$ cat config.mk
export PLATFORM = sky130hd
export DESIGN_NAME = fft_frame_sequencer
export DESIGN_NICKNAME = d
export VERILOG_FILES = /design/src/rtl/fft_seq_pkg.sv /design/src/rtl/fft_seq_out_fifo.sv /design/src/rtl/fft_frame_sequencer.sv
export SDC_FILE = /design/constraint.sdc
export NUM_CORES = 1
export LEC_CHECK = 0
export CAP_MARGIN = 20
export CORE_ASPECT_RATIO = 0.9
export CORE_MARGIN = 2
export CORE_UTILIZATION = 45
export DETAILED_ROUTE_END_ITERATION = 10
export PLACE_DENSITY = 0.79
export SETUP_SLACK_MARGIN = 0.5
export SYNTH_ARGS = -nofsm -noshare
export SYNTH_HDL_FRONTEND = slang
export SYNTH_HIERARCHICAL = 1
export SYNTH_SLANG_ARGS = --single-unit
$ cat constraint.sdc
create_clock -name CLK -period 3.32 [get_ports CLK]
set_input_delay 0.83 -clock CLK [delete_from_list [all_inputs] [get_ports CLK]]
set_output_delay 0.83 -clock CLK [all_outputs]
set_load 0.01 [all_outputs]
$ cat src/rtl/fft_seq_pkg.sv
// Shared types and helpers for the FFT frame sequencer.
// Holds the sequencer state encoding and the address bit-reversal.
package fft_seq_pkg;

  typedef enum logic [2:0] {
    S_IDLE,
    S_LOAD,
    S_START,
    S_RUN,
    S_UNLOAD
  } state_e;

  localparam int MAX_AW = 10;

  // Reverse all MAX_AW bits, then shift the low aw reversed bits into place.
  function automatic logic [MAX_AW-1:0] bitrev(
    input logic [MAX_AW-1:0] i,
    input int                aw
  );
    logic [MAX_AW-1:0] r;
    r = '0;
    for (int b = 0; b < MAX_AW; b++) begin
      r[MAX_AW-1-b] = i[b];
    end
    return r >> (MAX_AW - aw);
  endfunction

endpackage

$ cat src/rtl/fft_seq_out_fifo.sv
// Two-entry skid FIFO carrying an output sample and its last tag.
// Push and pop may occur in the same cycle.
module fft_seq_out_fifo
  import fft_seq_pkg::*;
#(
  parameter int DW = 33
) (
  input  logic          clk_i,
  input  logic          rst_ni,
  input  logic          push_i,
  input  logic [DW-1:0] din_i,
  input  logic          pop_i,
  output logic [DW-1:0] dout_o,
  output logic [1:0]    count_o
);

  logic [DW-1:0] mem_q [2];
  logic          wptr_q, wptr_d;
  logic          rptr_q, rptr_d;
  logic [1:0]    count_q, count_d;

  always_comb begin
    wptr_d  = wptr_q ^ push_i;
    rptr_d  = rptr_q ^ pop_i;
    count_d = count_q + {1'b0, push_i} - {1'b0, pop_i};
  end

  always_ff @(posedge clk_i or negedge rst_ni) begin
    if (!rst_ni) begin
      wptr_q  <= 1'b0;
      rptr_q  <= 1'b0;
      count_q <= 2'd0;
    end else begin
      wptr_q  <= wptr_d;
      rptr_q  <= rptr_d;
      count_q <= count_d;
    end
  end

  always_ff @(posedge clk_i) begin
    if (push_i) mem_q[wptr_q] <= din_i;
  end

  assign dout_o  = mem_q[rptr_q];
  assign count_o = count_q;

endmodule

$ cat src/rtl/fft_frame_sequencer.sv
// Frame controller: loads N samples into FFT RAM, starts the FFT,
// then streams the N results out through a valid/ready port.
module fft_frame_sequencer
  import fft_seq_pkg::*;
#(
  parameter  int N  = 16,
  parameter  int W  = 16,
  localparam int AW = $clog2(N)
) (
  input  logic          CLK,
  input  logic          RST_N,
  input  logic          bitrev_en,
  input  logic          in_valid,
  output logic          in_ready,
  input  logic [2*W-1:0] in_data,
  output logic          mem_we,
  output logic [AW-1:0] mem_addr,
  output logic [2*W-1:0] mem_wdata,
  input  logic [2*W-1:0] mem_rdata,
  output logic          fft_start,
  input  logic          fft_done,
  output logic          out_valid,
  input  logic          out_ready,
  output logic [2*W-1:0] out_data,
  output logic          out_last,
  output logic          busy,
  output logic [15:0]   frame_count
);

  localparam logic [AW:0] LAST = (AW+1)'(N - 1);
  localparam logic [AW:0] FULL = (AW+1)'(N);

  state_e        state_q, state_d;
  logic [AW:0]   idx_q, idx_d;
  logic          brev_q, brev_d;
  logic          infl_q, infl_last_q;
  logic [15:0]   fc_q, fc_d;
  logic          live_q;
  logic          rd_issue;
  logic          load_ok;
  logic          pop;
  logic [1:0]    fifo_count;
  logic [2:0]    occ;
  logic [AW-1:0] brev_addr;
  logic [2*W:0]  fifo_dout;

  assign brev_addr = AW'(bitrev(MAX_AW'(idx_q[AW-1:0]), AW));
  // live_q keeps the input port closed while reset is applied.
  assign load_ok   = live_q &&
                     (state_q == S_IDLE || state_q == S_LOAD);
  assign in_ready  = load_ok;
  assign out_valid = (fifo_count != 2'd0);
  assign {out_last, out_data} = fifo_dout;
  assign pop       = out_valid & out_ready;
  assign occ       = {1'b0, fifo_count} - {2'b0, pop} + {2'b0, infl_q};

  always_comb begin
    state_d   = state_q;
    idx_d     = idx_q;
    brev_d    = brev_q;
    fc_d      = fc_q;
    mem_we    = 1'b0;
    mem_addr  = '0;
    mem_wdata = '0;
    fft_start = 1'b0;
    rd_issue  = 1'b0;
    unique case (state_q)
      S_IDLE: begin
        if (in_valid && load_ok) begin
          brev_d    = bitrev_en;
          mem_we    = 1'b1;
          mem_wdata = in_data;
          idx_d     = (AW+1)'(1);
          state_d   = S_LOAD;
        end
      end
      S_LOAD: begin
        if (in_valid && load_ok) begin
          mem_we    = 1'b1;
          mem_addr  = brev_q ? brev_addr : idx_q[AW-1:0];
          mem_wdata = in_data;
          if (idx_q == LAST) begin
            idx_d   = '0;
            state_d = S_START;
          end else begin
            idx_d = idx_q + 1'b1;
          end
        end
      end
      S_START: begin
        fft_start = 1'b1;
        state_d   = S_RUN;
      end
      S_RUN: begin
        if (fft_done) state_d = S_UNLOAD;
      end
      S_UNLOAD: begin
        mem_addr = idx_q[AW-1:0];
        // Count the slot freed by this cycle's pop to sustain full rate.
        if (occ < 3'd2 && idx_q < FULL) begin
          rd_issue = 1'b1;
          idx_d    = idx_q + 1'b1;
        end
        if (pop && out_last) begin
          fc_d    = fc_q + 1'b1;
          idx_d   = '0;
          state_d = S_IDLE;
        end
      end
      default: state_d = S_IDLE;
    endcase
  end

  always_ff @(posedge CLK or negedge RST_N) begin
    if (!RST_N) begin
      state_q     <= S_IDLE;
      idx_q       <= '0;
      brev_q      <= 1'b0;
      fc_q        <= '0;
      infl_q      <= 1'b0;
      infl_last_q <= 1'b0;
      live_q      <= 1'b0;
    end else begin
      state_q     <= state_d;
      idx_q       <= idx_d;
      brev_q      <= brev_d;
      fc_q        <= fc_d;
      infl_q      <= rd_issue;
      infl_last_q <= rd_issue && (idx_q == LAST);
      live_q      <= 1'b1;
    end
  end

  fft_seq_out_fifo #(
    .DW(2*W+1)
  ) u_fifo (
    .clk_i  (CLK),
    .rst_ni (RST_N),
    .push_i (infl_q),
    .din_i  ({infl_last_q, mem_rdata}),
    .pop_i  (pop),
    .dout_o (fifo_dout),
    .count_o(fifo_count)
  );

  assign busy        = (state_q != S_IDLE);
  assign frame_count = fc_q;

endmodule

* Word-level counts from Yosys, hierarchy flattened
Memory sizes are Yosys's and may differ from the RTL's. Index checks and enable logic that the tools add are counted.
Storage, ports and cells: flip-flop bits (word level) 32, RAM bits 66, input bits 70, output and inout bits 90, memories kept 1
Memories:
- u_fifo.mem_q | depth 2, width 33, rd ports 1, clocked after Yosys merged registers in 0, write ports 1, line fft_seq_out_fifo.sv:17 | logic [DW-1:0] mem_q [2];
Operators by class: add/subtract/negate cells 6, magnitude comparators 2, equal/unequal tests 11, mux-type cells 24, bitwise gates (word level) 3, reduce and logical (&&, ||, !) cells 15
Operators by type and width (number):
- 32-bit two-way mux | 2
- 5-bit two-way mux | 5
- 16-bit by 1-bit adder with 16-bit output (second input constant) | 1
- 3-bit two-way mux | 5
- 3-bit one-hot mux with 5 select lines | 1
- 5-bit one-hot mux with 3 select lines | 1
- 4-bit two-way mux | 2
- 4-bit one-hot mux with 2 select lines | 1
- 1-bit two-way mux | 7
- 3-bit by 2-bit == test with 1-bit output (second input constant) | 2
- 2-bit by 1-bit inequality test with 1-bit output (second input constant) | 3
- 3-bit nonzero test | 2
- 5-bit by 1-bit adder with 5-bit output (second input constant) | 1
- 5-bit by 4-bit == test with 1-bit output (second input constant) | 1
- 1-bit logical AND | 5
- 5-bit less-than comparator (second input constant) | 1
- 5-bit AND reduction | 1
- 2-bit inequality test (second input constant) | 2
- 2-bit AND reduction | 2
- 4-bit AND reduction | 1
- 3-bit by 1-bit adder with 3-bit output | 1
- 3-bit by 1-bit == test with 1-bit output (second input constant) | 1
- 3-bit == test (second input constant) | 1
- 3-bit zero test | 1
- other kinds (10) | 11

* Depth between registers and ports, before layout
depth in word-level cells 9, gate-level depth with buffers 8, mapped depth without buffers 8

* By module
The synthesis kept the hierarchy.
By module, submodules not included:
- fft_seq_out_fifo | times used 1, cells each 117, area each 2731.4 µm²
- fft_frame_sequencer | times used 1, cells each 183, area each 1770.4 µm²

* Least setup slack after synthesis
Ideal clock, no wire load.
path type input port to flip-flop, start in out_ready, end reg idx_q[0], data arrival time 2.578 ns, required time 3.195 ns, setup slack 0.617 ns, stages 8, buffers on the path 0, cells stage by stage o21ai_0 nor2_1 o21ai_0 fa_1 nand2b_1 o211ai_1 nand2_1 mux2_2
On the way: word-level cells in the longest chain between the ends 7, elaborated cells on any way between the ends 10, those cells by class 2 x add/sub; 1 x order compare; 1 x eq/ne; 2 x mux; 1 x bitwise; 3 x reduce/logical
RTL lines:
- from (decl) | line fft_frame_sequencer.sv:23 | input logic out_ready,
- 1-bit AND * | line fft_frame_sequencer.sv:54 | assign pop = out_valid & out_ready;
- 2-bit by 1-bit subtractor with 3-bit output | line fft_frame_sequencer.sv:55 | assign occ = {1'b0, fifo_count} - {2'b0, pop} + {2'b0, infl_q};
- 3-bit by 1-bit adder with 3-bit output | line fft_frame_sequencer.sv:55
- 3-bit by 2-bit less-than comparator with 1-bit output | line fft_frame_sequencer.sv:100 | if (occ < 3'd2 && idx_q < FULL) begin
- 1-bit logical AND | line fft_frame_sequencer.sv:100
- 3-bit inequality test (no line)
- 4-bit AND reduction (no line)
- to (signal assigned) | line fft_frame_sequencer.sv:125 | idx_q <= idx_d;
- to (decl) | line fft_frame_sequencer.sv:34 | logic [AW:0] idx_q, idx_d;
Mark *: on every way between the ends. The rest lies on a longest branch, timed or not. A chain may end at the register's enable or synchronous reset.

* Worst setup path after layout
start in in_valid, end out mem_addr[2]
On the way: word-level cells in the longest chain between the ends 3
RTL lines:
- from (decl) | line fft_frame_sequencer.sv:13 | input logic in_valid,
- 1-bit logical AND | line fft_frame_sequencer.sv:78 | if (in_valid && load_ok) begin
- 4-bit two-way mux | line fft_frame_sequencer.sv:78
- 4-bit one-hot mux with 2 select lines | line fft_frame_sequencer.sv:67 | unique case (state_q)
- to (decl) | line fft_frame_sequencer.sv:17 | output logic [AW-1:0] mem_addr,
No other way between the ends.

==> flow_metrics.env <==
export IMPL_gp_congestion=0.786
export IMPL_synth_cells=300
export IMPL_cp_max_fo=4
export IMPL_final_common_cell="clkdlybuf4s50_1"
export IMPL_clk_latency_ps=360
export IMPL_synth_nets=379
export IMPL_die_x_um=109
export IMPL_r2r_start="u_fifo/count_o[1]"
export IMPL_synth_edf_count=66
export IMPL_initial_core_util_pct=46.4
export IMPL_nets=569
export IMPL_grt_max_degree=34
export IMPL_wl_per_cell_um=16.4
export IMPL_finalClockSkew_ps=11.8
export IMPL_grt_first_pass_wirelength_mm=15.7
export IMPL_routed_wl_mm=10.2
export IMPL_die_y_um=98.9
export IMPL_clkTransAtPathRegs_ps=100
export IMPL_vias_per_cell=5.00
export IMPL_synth_seq_area_share_pct=61.8
export IMPL_port_buffers=159
export IMPL_htreeDepth=3
export IMPL_crit_type="in2out"
export IMPL_leakagePower_nw=2.70
export IMPL_critPathCaptureType="primary output"
export IMPL_first_pass_iters=4
export IMPL_io_pins=160
export IMPL_fmax_mhz=355
export IMPL_dpl_instance_area_um2=6230
export IMPL_dp_cells=582
export IMPL_die_area_um2=10800
export IMPL_synth_seq_cells=98
export IMPL_post_synth_num_cell_types=49
export IMPL_numCtsBuffers=9
export IMPL_drtAntennaViolNets=0
export IMPL_ctsRootBufferMaster="clkbuf_8"
export IMPL_fin_ws_ps=507
export IMPL_power_density_nw_per_um2=541
export IMPL_vias=3110
export IMPL_avgSynthCellArea_um2=15.0
export IMPL_min_period_over_period_pct=84.7
export IMPL_grt_pass1_vias=3296
export IMPL_finalSetupViolCount=0
export IMPL_antenna_found_initial=1
export IMPL_worstHoldStart="infl_last_q"
export IMPL_startpoint_type="input port"
export IMPL_dr_first_iter_drc_count=116
export IMPL_report_final_hold_viol_count=0
export IMPL_layout_common_cells="120 x clkdlybuf4s50_1, 66 x edfxtp_1, 33 x and2_1, 30 x dfrtp_1, 29 x mux2_4"
export IMPL_status="completed"
export IMPL_maxSlewViolCount=0
export IMPL_hold_class="reg2reg"
export IMPL_arrival_ps=1980
export IMPL_dp_slack_ps=-135
export IMPL_clock_sinks=98
export IMPL_hold_end="u_fifo/mem_q[0][32]"
export IMPL_coreArea_um2=9700
export IMPL_cts_tree="built"
export IMPL_drive_gt1_share_pct=26.3
export IMPL_stdcell_area_um2=6540
export IMPL_r2r_cells=9
export IMPL_rrSetupSlack_ps=810
export IMPL_post_dp_hpwl_mm=7.03
export IMPL_utilization_pct=67.4
export IMPL_syn_cell_area_um2=4500
export IMPL_hold_buffers=0
export IMPL_rsz0062_at_grt="yes"
export IMPL_layout_min_cycle_time_ps=2810
export IMPL_holdPathStages=0
export IMPL_final_cells=622
export IMPL_synth_warnings=6
export IMPL_clockBufferDepth=2
export IMPL_synthFlopType="edfxtp_1"
export IMPL_synth_async_reset_ratio_pct=32.7
export IMPL_grt_use_total_pct=18.8
export IMPL_irDropWorstVdd_uv=331
export IMPL_maxCapViolations=0
export IMPL_rows=34
export IMPL_rr_endpoint="idx_q[1]"
export IMPL_grt_ovfl_total=0
export IMPL_drc=0
export IMPL_required_ps=2490
export IMPL_areaGrowthSynthToFinish_pct=45.2
export IMPL_fin_setup_tns_ps=0
-- metrics by stage --
step,hold slack (ps),power (W)
after global placement,429,0.00263
after global routing,476,0.00373
final,453,0.00353
after detailed placement,446,0.00266
after floorplan,420,0.00222
after CTS,465,0.00337
-- flip-flops by register name, indices dropped and copies added (netlist names), 2 cells and up --
register	count
frame_count	16
idx_q	5
state_q	3
u_fifo/count_o	2
u_fifo/mem_q	66
-- how the worst max path moves through the flow --
stage / startpoint / end / slack (ps) / cells after the start
6_report: in_valid / mem_addr[2] / 510 / 8
5_1_grt: state_q[2] / mem_addr[2] / 410 / 8
4_1_cts: state_q[2] / mem_addr[2] / 420 / 8
3_5_place_dp: in_valid / mem_addr[2] / -130 / 6
3_3_place_gp: in_valid / mem_addr[2] / -110 / 6
2_1_floorplan: out_ready / idx_q[0] / 620 / 8
-- power breakdown --
group	total, W	internal, W	switching [W]
logic	0.00135	0.000836	0.000509
registers	0.00147	0.00137	0.000108
clock network	0.000715	0.000286	0.000429
total	0.00353	0.00249	0.00105
-- routing by layer --
layer	vias to the layer above	part of all wire (%)	track usage, %
li1	1467	-	-
met1	1489	38	21.3
met2	145	52	33.4
met3	9	9.1	6.42
met4	0	0.75	5.45
met5	-	0	0
-- worst max-delay path: stages --
cell,delay (ps)
clkbuf_2,90
nor4bb_4,140
buf_4,150
buf_4,120
buf_4,120
and3_4,170
a22o_1,230
buf_2,130
-- kinds of logic after synthesis --
| kind of cell | count (synthesis) | synth area share, % |
|---|---|---|
| AO/OA/AOI/OAI | 26 | 4.00 |
| buffers and inverters | 21 | 3.47 |
| multiplexers | 37 | 11.7 |
| AND/OR/NAND/NOR | 90 | 12.5 |
| adder cells (fa/ha/maj) | 9 | 2.67 |
| XOR/XNOR | 18 | 3.84 |
| other | 1 | 0.0833 |
| flip-flops | 98 | 61.8 |
-- final cells by class --
type	count	area [um2]
inverter	8	30.0
clock inverter	7	57.6
multi-input combinational	181	1610
sequential	98	2790
tap	126	158
fill	692	3160
antenna	1	2.50
timing repair buffer	192	1770
clock buffer	9	124
-- synthesized netlist by cell type, types with 3 or more instances --
cell,count,share of area (%)
nor2_1,5,0.42
nor3b_1,3,0.50
nand2_1,10,0.83
mux2_2,8,2.0
and2_1,33,4.6
edfxtp_1,66,44
nand3_1,10,1.1
nand4_1,5,0.69
buf_12,3,1.3
a21oi_1,4,0.44
a22o_1,4,0.78
ha_1,8,2.2
xnor2_1,14,2.7
inv_1,8,0.67
and4_1,3,0.58
nand2b_1,3,0.42
clkbuf_1,4,0.33
o21ai_0,6,0.67
mux2_4,29,9.7
buf_6,3,0.75
xor2_1,3,0.58
dfrtp_1,32,18
and3_1,4,0.56
-- repair_timing --
| item | 4_1_cts | 5_1_grt |
|---|---|---|
| resized for setup | 61 | 56 |
| gates cloned | 2 | 1 |
| setup endpoints to repair | 40 | 42 |
| pin swaps | 2 | 7 |
| setup buffers | 8 | 12 |
(Power assumes the default switching activity.)
==> variant 1: new RTL, same flow settings <==
Re-encode `state_e` (5 states) as Gray code, 3 bits wide.
--- a/src/rtl/fft_seq_pkg.sv
+++ b/src/rtl/fft_seq_pkg.sv
@@ -3,11 +3,11 @@
 package fft_seq_pkg;
 
   typedef enum logic [2:0] {
-    S_IDLE,
-    S_LOAD,
-    S_START,
-    S_RUN,
-    S_UNLOAD
+    S_IDLE   = 3'b000,
+    S_LOAD   = 3'b001,
+    S_START  = 3'b011,
+    S_RUN    = 3'b010,
+    S_UNLOAD = 3'b110
   } state_e;
 
   localparam int MAX_AW = 10;
Check against the original RTL: same outputs for any inputs over 10 cycles, from zero or initial values and one cycle with RST_N low; not proved beyond that.
==> variant 1 against the original RTL <==
- setup slack better by 48 ps
- register-to-register slack worse by 130 ps
- routed wire length down 5.3%
- die area down 0.45%
- area after synthesis down 0.47%
- clock skew about the same
- worst hold slack better by 3.8 ps
- first-iteration DRC count up 18%
- total power up 2.5%
- cell area up 0.59%
- global-route usage down 0.22 points
- sequential cell count unchanged
==> variant 1: results (changes against the original RTL) <==
* Syn Nets at 374 (-1.3%)
* Post-Route M1 WL at 3790 µm (-2.7%)
* Fin crit period at 2770 ps (-47.6 ps)
* DP Worst Slack at 55.8 ps (+191 ps)
* Dpl cells at 580 (-0.34%)
* Largest net degree at the start of global routing at 34 (unchanged)
* Max VDD drop at 0.263 mV (-20%)
* Post-synthesis sequential area ratio at 62.1% (+0.29 points)
* Area contributors post-synth: edfxtp_1 44%, dfrtp_1 18%, mux2_4 9.7%
* Gr usage total at 18.6% (-0.22 points)
* Hold Crit Class: reg -> reg
* M3 GR Usage at 6.48% (+0.066 points)
* Met2 Use GR at 32.0% (-1.4 points)
* Non-filler instance count after layout at 606 (-2.6%)
* Initial drt markers at 137 (+18%)
* Leakage at 2.65 nW (-1.6%)
* Clock slew at reported path FFs at 100 ps (about the same)
* Critical Path AT at 1940 ps (-40 ps)
* Global Route met1 Usage at 22.2% (+0.93 points)
* Post-DP HPWL at 6910 µm (-1.8%)
* Crit Path Max Fanout at 17 (+13)
* Syn_area_per_cell at 15.2 µm² (+1.2%)
* Slack of the worst reg-to-reg path at 680 ps (-130 ps)
* Final RePlAce weighted congestion at 0.766 (-2.5%)
* Worst R2R End: idx_q[2]
* H-Tree Depth at 3 (unchanged)
* # port buffers at 159 (unchanged)
* Fillers at 690 (-0.29%)
* # diodes at 0 (-1)
* Met3 wire length at 1010 µm (+8.7%)
* Post-layout nets at 554 (-2.6%)
* Max Used Layer: met4
* Total Routed Length at 9650 µm (-5.3%)
* Depth of the most critical reg-to-reg path at 10 (+1)
* Hold Path Cell Cnt at 0 (unchanged)
* Antenna violations before repair at 0 (-1)
* Footprint of the multi-input gates at 0.00159 mm² (-1.0%)
* Vias at 3000 (-3.5%)
* CTS buffer count at 9 (unchanged)
* Clk_skew at 11.7 ps (-0.0759 ps)
* Max FFs per register at 66 (unchanged)
* Crit path to: mem_wdata[3]
* Reg2Reg Launch Point: u_fifo/count_o[1]
* Clock latency on the worst-skew pair at 360 ps (about the same)
* Met2 wire length at 4740 µm (-10%)
* Vias in the first global route at 3217 (-2.4%)
* Clk buf depth at 2 (unchanged)
* 1st-pass router iterations at 6 (+2)
* Most flops, register: u_fifo/mem_q
* EDFF count, synth at 66 (unchanged)
* Status: finished clean
* Placed instance area at 0.00623 mm² (about the same)
* YS warnings at 6 (unchanged)
* Yosys cell types at 48 (-2.0%)
* Synth cell count leaders: 66 x edfxtp_1, 36 x and2_1, 32 x dfrtp_1
* CTS root buffer: clkbuf_8
* First-pass GRT wire length at 15400 µm (-1.6%)
* Share of layout cells above drive strength 1 at 23.3% (-2.9 points)
==> variant 1: repair_timing <==
item	4_1_cts	5_1_grt
buffers inserted	6	3
setup endpoints to repair	59	12
gates cloned	1	0
pin swaps	2	2
gates resized for setup	102	7
hold endpoints to repair	0	0
==> variant 1: where the power goes <==
group	internal, mW	leakage, nW	switching [mW]	total (mW)
clock	0.373	0.112	0.440	0.813
sequential	1.37	0.998	0.0992	1.47
combinational	0.803	1.54	0.533	1.34
total	2.55	2.65	1.07	3.62
==> variant 1: cells by family after synthesis <==
group,share of synthesized area (%)
DFF,62.1
and+or+nand+nor,12.6
muxes,11.2
AOI/OAI and AO/OA,4.47
buffers and inverters,2.96
xor gates and xnor gates,3.85
adders and majority gates,2.68
other,0.0837
==> variant 1: how the worst min path moves through the flow <==
stage                start                   to  slack [ps]
3_3_place_gp   infl_last_q  u_fifo/mem_q[0][32]         420
5_1_grt        infl_last_q  u_fifo/mem_q[0][32]         480
2_1_floorplan  infl_last_q  u_fifo/mem_q[0][32]         420
6_report       infl_last_q  u_fifo/mem_q[1][32]         460
3_5_place_dp   infl_last_q  u_fifo/mem_q[0][32]         440
4_1_cts        infl_last_q  u_fifo/mem_q[1][32]         460
==> variant 1: final cells by class <==
| type | count | area share (%) |
|---|---|---|
| timing repair buffer | 177 | 26.9 |
| sequential | 98 | 42.4 |
| clock buffer | 9 | 1.88 |
| inverter | 12 | 0.685 |
| multi-input combinational | 177 | 24.2 |
| tap | 126 | 2.40 |
| clock inverter | 7 | 1.48 |
==> variant 1: critical path, stage by stage <==
cell and delay, ps:
dlygate4sd2_1 260, nand4bb_1 140, inv_2 50, buf_4 130, buf_12 130, and2_1 150
clkdlybuf4s15_1 230
==> variant 2: new RTL, config.mk and constraints unchanged <==
Without the edit above. `W`: 16 -> 32.
--- a/src/rtl/fft_frame_sequencer.sv
+++ b/src/rtl/fft_frame_sequencer.sv
@@ -4,7 +4,7 @@
   import fft_seq_pkg::*;
 #(
   parameter  int N  = 16,
-  parameter  int W  = 16,
+  parameter  int W  = 32,
   localparam int AW = $clog2(N)
 ) (
   input  logic          CLK,
Ports: changed (resized in_data, mem_rdata, mem_wdata and out_data); port bits go from 160 to 288. No check against the original RTL was run, so the function may have changed too.
==> variant 2 against the original RTL <==
- sequential cell count rose by 64
- routed wire length rose by 83%
- die area rose by 53%
- cell area rose by 65%
- area after synthesis rose by 56%
- total power rose by 76%
- sequential power rose by 61%
- setup slack got worse by 21 ps
- critical path type is now reg -> out
==> variant 2: results (changes against the original RTL) <==
* Status: finished clean
* H-Tree Depth at 4 (+1)
* Initial drt markers at 224 (+93%)
* P_int at 4.51 mW (+81%)
* # port buffers at 287 (+81%)
* Gr usage total at 22.1% (+3.3 points)
* Crit Path Max Fanout at 9 (+5)
* Depth of the most critical reg-to-reg path at 10 (+1)
* CTS root buffer: clkbuf_16
* Comb. pwr at 1.95 mW (+44%)
* Share of layout cells above drive strength 1 at 24.7% (-1.6 points)
* Vias in the first global route at 4967 (+51%)
* Compound-cell area share of the yosys netlist at 2.59% (-1.4 points)
* First-pass GRT wire length at 27200 µm (+74%)
* Max VDD drop at 0.368 mV (+11%)
* Syn Nets at 578 (+53%)
* Area contributors post-synth: edfxtp_1 56%, dfrtp_1 11%, mux2_4 8.6%
* Clock slew at reported path FFs at 60 ps (-40 ps)
* CP max stage delay at 530 ps (+300 ps)
* Post-DP HPWL at 13500 µm (+92%)
* Post-layout nets at 895 (+57%)
* Hold endpoint: u_fifo/mem_q[1][64]
* Final RePlAce weighted congestion at 0.882 (+12%)
* DP Worst Slack at -384 ps (-249 ps)
* Synth cell count leaders: 130 x edfxtp_1, 67 x and2_1, 40 x mux2_4
* Met3 wire length at 1690 µm (+83%)
* Dpl cells at 921 (+58%)
* EDFF count, synth at 130 (+97%)
* CP max-delay cell: dfrtp_4
* Gate power share at 31.4% (-6.7 points)
* Met2 Use GR at 38.6% (+5.2 points)
* Slack of the worst reg-to-reg path at 640 ps (-170 ps)
* Seq group at 2.37 mW (+61%)
* Clock latency on the worst-skew pair at 410 ps (+50 ps)
* Critical Path AT at 2000 ps (+20 ps)
* Post-synthesis sequential area ratio at 67.2% (+5.4 points)
* Global Route met1 Usage at 23.6% (+2.3 points)
* Max FFs per register at 130 (+97%)
* Largest net degree at the start of global routing at 60 (+76%)
* Adder-Cell Fraction of Synth Area at 1.72% (-0.95 points)
==> variant 2: cell types whose count changed after synthesis, moves of 5 or more <==
cell / unedited run / this run
clkbuf_1: 4 / 10
mux2_4: 29 / 40
nor2_1: 5 / 10
and2_1: 33 / 67
mux2_2: 8 / 28
edfxtp_1: 66 / 130
==> variant 2: final cells by class <==
| type | count | area (µm²) |
|---|---|---|
| clock buffers | 17 | 425 |
| well taps | 202 | 253 |
| clock inverters | 15 | 149 |
| fillers | 1020 | 4560 |
| multi-input cells | 248 | 2220 |
| inverters | 7 | 26.3 |
| repair buffers | 316 | 2990 |
| flip-flops and latches | 162 | 4710 |
| diodes | 1 | 2.50 |
==> variant 2: how the worst max path moves through the flow <==
stage,from,end,slack [ps]
2_1_floorplan,out_ready,idx_q[0],630
3_3_place_gp,in_valid,mem_addr[3],-330
3_5_place_dp,in_valid,mem_addr[1],-380
4_1_cts,u_fifo/rptr_q,out_data[1],450
5_1_grt,u_fifo/rptr_q,out_data[0],400
6_report,u_fifo/rptr_q,out_data[1],490
==> variant 2: through the flow <==
| stage | utilization (%) | setup TNS (ps) | hold slack, ps | cell area [µm²] |
|---|---|---|---|---|
| after CTS | 70.2 | 0 | 453 | 10800 |
| after global placement | 66.3 | -5210 | 431 | 10200 |
| after floorplan | - | 0 | 420 | 7000 |
| final | 70.2 | 0 | 450 | 10800 |
| after detailed placement | 66.3 | -6500 | 438 | 10200 |
| after global routing | 70.2 | 0 | 487 | 10800 |
==> variant 2: timing repair <==
| item | CTS | global route |
|---|---|---|
| setup buffers | 11 | 1 |
| cloned | 2 | 0 |
| hold buffers | 0 | 0 |
| endpoints found under the hold margin | 0 | 0 |
| gates resized for setup | 222 | 14 |
| pin swaps | 10 | 5 |
| setup endpoints to repair | 137 | 120 |
